--- config.mk ---
export PLATFORM = sky130hd
export DESIGN_NAME = regfile_mp
export DESIGN_NICKNAME = d
export VERILOG_FILES = /design/src/rtl/regfile_mp.sv
export SDC_FILE = /design/constraint.sdc
export NUM_CORES = 1
export LEC_CHECK = 0
export ABC_AREA = 1
export CAP_MARGIN = 30
export CORE_MARGIN = 2
export CORE_UTILIZATION = 60
export CTS_CLUSTER_DIAMETER = 100
export DETAILED_ROUTE_END_ITERATION = 10
export DONT_BUFFER_PORTS = 1
export PLACE_DENSITY_LB_ADDON = 0.25
export SYNTH_ARGS = -nofsm -noshare
export SYNTH_HDL_FRONTEND = slang
export SYNTH_SLANG_ARGS = --single-unit
--- constraint.sdc ---
create_clock -name clk -period 1.9 [get_ports clk]
set_input_delay 0.38 -clock clk [delete_from_list [all_inputs] [get_ports clk]]
set_output_delay 0.38 -clock clk [all_outputs]
set_load 0.02 [all_outputs]
--- src/rtl/regfile_mp.sv ---
// Parametrised multi-port register file: two write ports (port 1 wins), write-first
// bypassed registered reads, optional hardwired zero register, busy scoreboard, debug tap.
module regfile_mp #(
    parameter int DATA_W   = 16,
    parameter int ADDR_W   = 3,
    parameter int NUM_RD   = 2,
    parameter int ZERO_REG = 1,
    parameter int TAP_IDX  = 7
) (
    input  logic                     clk,
    input  logic                     rst_n,
    input  logic [NUM_RD*ADDR_W-1:0] rd_addr,
    output logic [NUM_RD*DATA_W-1:0] rd_data,
    output logic [NUM_RD-1:0]        rd_busy,
    input  logic                     we0,
    input  logic [ADDR_W-1:0]        wa0,
    input  logic [DATA_W-1:0]        wd0,
    input  logic                     we1,
    input  logic [ADDR_W-1:0]        wa1,
    input  logic [DATA_W-1:0]        wd1,
    input  logic                     rsv_en,
    input  logic [ADDR_W-1:0]        rsv_addr,
    output logic [DATA_W-1:0]        tap_data
);

    localparam int DEPTH = 2 ** ADDR_W;
    localparam logic [ADDR_W-1:0] TAP_A = ADDR_W'(TAP_IDX);

    logic [DATA_W-1:0] regs     [DEPTH];
    logic [DATA_W-1:0] regs_nxt [DEPTH];
    logic [DEPTH-1:0]  busy;
    logic [DEPTH-1:0]  busy_nxt;

    // Post-edge register contents; reads and the tap sample this, which gives write-first bypass.
    always_comb begin
        // NOTE: every comb output is assigned a default first so no path leaves it unassigned, which would infer a latch.
        regs_nxt = regs;
        if (we0) regs_nxt[wa0] = wd0;
        if (we1) regs_nxt[wa1] = wd1;
        if (ZERO_REG != 0) regs_nxt[0] = '0;
    end

    // A new reservation supersedes a same-cycle write-back to that register.
    always_comb begin
        busy_nxt = busy;
        if (we0) busy_nxt[wa0] = 1'b0;
        if (we1) busy_nxt[wa1] = 1'b0;
        if (rsv_en) busy_nxt[rsv_addr] = 1'b1;
        if (ZERO_REG != 0) busy_nxt[0] = 1'b0;
    end

    always_ff @(posedge clk) begin
        if (!rst_n) begin
            // NOTE: the array is cleared by reset on purpose; it is the only initialisation, so no preload is relied on.
            for (int i = 0; i < DEPTH; i++) regs[i] <= '0;
            busy <= '0;
        end else begin
            // NOTE: sequential state uses non-blocking assignments so every flop samples pre-edge values.
            for (int i = 0; i < DEPTH; i++) regs[i] <= regs_nxt[i];
            busy <= busy_nxt;
        end
    end

    always_ff @(posedge clk) begin
        if (!rst_n) begin
            rd_data <= '0;
            rd_busy <= '0;
        end else begin
            for (int k = 0; k < NUM_RD; k++) begin
                rd_data[k*DATA_W +: DATA_W] <= regs_nxt[rd_addr[k*ADDR_W +: ADDR_W]];
                rd_busy[k]                  <= busy_nxt[rd_addr[k*ADDR_W +: ADDR_W]];
            end
        end
    end

    always_ff @(posedge clk) begin
        if (!rst_n) tap_data <= '0;
        else        tap_data <= regs_nxt[TAP_A];
    end

endmodule

==> results_dict.tcl <==
set metrics [dict create \
    status "complete, no violations" \
    drive_above_1_share_pct 6.13 \
    nets 1654 \
    via_per_inst 5.87 \
    cpPeakStageDelay_ns 0.30 \
    synth_area_per_cell_um2 5.77 \
    power.density_nw_per_um2 831 \
    vdd_drop_max_uv 613 \
    worstPathMaxFanout 17 \
    synth_seq_cells 153 \
    reg2reg_from "tap_data[11]" \
    place_ws_ns 0.157 \
    combPwrFrac_pct 15.6 \
    grt_util_all_layers_pct 40.3 \
    synthAdderAreaFrac_pct 0 \
    hold_viol_final 0 \
    final_max_slew_viol_count 0 \
    antenna_cells 0 \
    hold_buffers 0 \
    cp-start-kind "primary input" \
    area_growth_syn_to_layout_pct 8.57 \
    cp-end-kind "flip-flop" \
    dr.pass1.iters 6 \
    io_pins 102 \
    fmax_ghz 0.718 \
    synthCells 1646 \
    critPathKind "in2reg" \
    hp-class "in2reg" \
    r2r-end "rd_data[11]" \
    gp_congestion 0.970 \
    ys_types 20 \
    min_from "rst_n" \
    finalSetupViolations 0 \
    mostFrequentLayoutCells "nand2_1, nand3_1, nor2_1" \
    grt_pass1_wl_um 51800 \
    post-dp-hpwl_um 23500 \
    p_leak_uw 0.00505 \
    yosys-mux-area-fraction_pct 0 \
    rsz0062_at_grt "no" \
    synth_warnings 0 \
    syn_area_um2 9490 \
    critPathSlowestCell "nand2_2" \
    h-tree-depth 4 \
    fin_crit_sh_pct 73.3 \
    clk_path_buf_depth 2 \
    syn_nets 1698 \
    cp.required_ns 2.27 \
    cts-root-buf "clkbuf_16" \
    vias 10720 \
    yosysSeqAreaShare_pct 32.3 \
    drtIter0Drc 1877 \
    maxCapViolations 0 \
    io_buffers 0 \
    die_x_um 130 \
    min_period_ns 1.39 \
    fin_ws_ns 0.508 \
    p_int_uw 6070 \
    pwr-share-seq_pct 41.5 \
    die_area_um2 16800 \
    worst_clock_skew_ns 0.00626 \
    yosys.area_share.simple_pct 51.1 \
    r2r_cells 8 \
    wl_um 33800 \
    fp.dieH_um 130 \
    grt_pass1_vias 9263 \
    cts_resized 0 \
    postRouteAntennaNets 0 \
    clock_latency_ns 0.44 \
    antenna_found_initial 0 \
    path_clk_slew_ns 0.06 \
    hold_depth 2 \
    crit_buf_inv 1 \
    cts_tree "built" \
    path_delay_family "simple AND/OR/NAND/NOR gates" \
    reg2reg_slack_ns 0.57 \
    mostFrequentLayoutCell "nand2_1" \
    overflow 0 \
    synth_compound_area_share_pct 4.11 \
    max_slew_margin_pct 57.1 \
    fin_setup_tns_ns 0 \
    p_sw_uw 2500 \
    cp_cell_sequence "nand2_1 -> inv_2 -> nand2_2 -> nand2_1 -> nand3_1 -> nand3_1 -> nand2_1 -> nor2_1 -> nor2_1 -> nor2_1" \
    holdPathEnd "rd_data[2]" \
    rows 45 \
    drc_errors 0 \
    numCtsBuffers 17 \
    worstMarginPinSlew_ns 0.643 \
    synth_xor_area_share_pct 0 \
    cts_num_sinks 153 \
    grt_max_degree 57 \
    avgRoutedWirePerCell_um 18.5 \
    placedCellCount 1794 \
    cp.arrival_ns 1.76 \
    swShare_pct 29.2 \
    fin_cells 1826 \
    core_area_um2 15300 \
    clockPowerShare_pct 42.9 \
    cts_setup_buffers 0 \
    initial_core_util_pct 62.0 \
    synth_top_family_by_area "simple AND/OR/NAND/NOR gates" \
]
[synth_stat cells (all sizes together)]
cell type / count / area [µm²]
a21oi: 60 / 300
buf: 56 / 342
clkbuf: 47 / 176
clkinv: 1 / 5.00
dfxtp: 153 / 3060
inv: 178 / 668
nand2: 503 / 1920
nand3: 425 / 2130
nor2: 205 / 795
o21ai: 18 / 90.1
[cell families after synthesis]
logic type,Yosys count
flops,153
simple gates,1133
buf+inv,282
compound gates,78
[worst max-delay path by stage]
stage | start | endpoint | depth (start not counted)
4_1_cts | wa0[0] | rd_data[4] | 10
3_5_place_dp | wa0[0] | rd_data[26] | 10
2_1_floorplan | we1 | rd_data[21] | 10
6_report | wa0[0] | rd_data[4] | 10
5_1_grt | wa0[0] | rd_data[3] | 10
3_3_place_gp | wa0[0] | rd_data[26] | 10
[routing by layer]
metal / vias to the layer above / track usage, % / routed length [µm]
met1: 4706 / 60.8 / 13800
met4: 0 / 10.1 / 595
li1: 5125 / - / -
met5: - / 0 / 0
met2: 815 / 55.1 / 13300
met3: 74 / 13.0 / 6070
[stage by stage]
| stage | power, µW | instance area (µm²) | hold WS (ns) | util (%) |
|---|---|---|---|---|
| after CTS | 8530 | 10300 | 0.0554 | 67.3 |
| final | 8570 | 10300 | 0.0644 | 67.3 |
| after global routing | 8840 | 10300 | 0.0664 | 67.3 |
| after global placement | 4890 | 9670 | 0.480 | 63.1 |
| after floorplan | 4620 | 9490 | 0.468 | - |
| after detailed placement | 4910 | 9670 | 0.491 | 63.1 |
[state kept, by name, summed over array words and instances (netlist names)]
| register | flops |
|---|---|
| regs | 96 |
| rd_busy | 2 |
| busy | 7 |
| tap_data | 16 |
| rd_data | 32 |
[power groups by stage]
stage / sequential (µW) / combinational, µW / clock, µW
2_1_floorplan: 3570 / 1050 / 0
3_3_place_gp: 3620 / 1270 / 0
3_5_place_dp: 3620 / 1280 / 0
4_1_cts: 3550 / 1290 / 3680
5_1_grt: 3570 / 1490 / 3790
6_report: 3560 / 1340 / 3670
[layout make-up]
cell class                      instances  area, µm²
Clock buffer                           23        498
Clock inverter                          9        138
Fill cell                            1495       5010
Inverter                              179        674
Multi-Input combinational cell       1211       5240
Sequential cell                       153       3060
Tap cell                              211        264
Timing Repair Buffer                   40        425
Power figures use the tool's default switching activity.
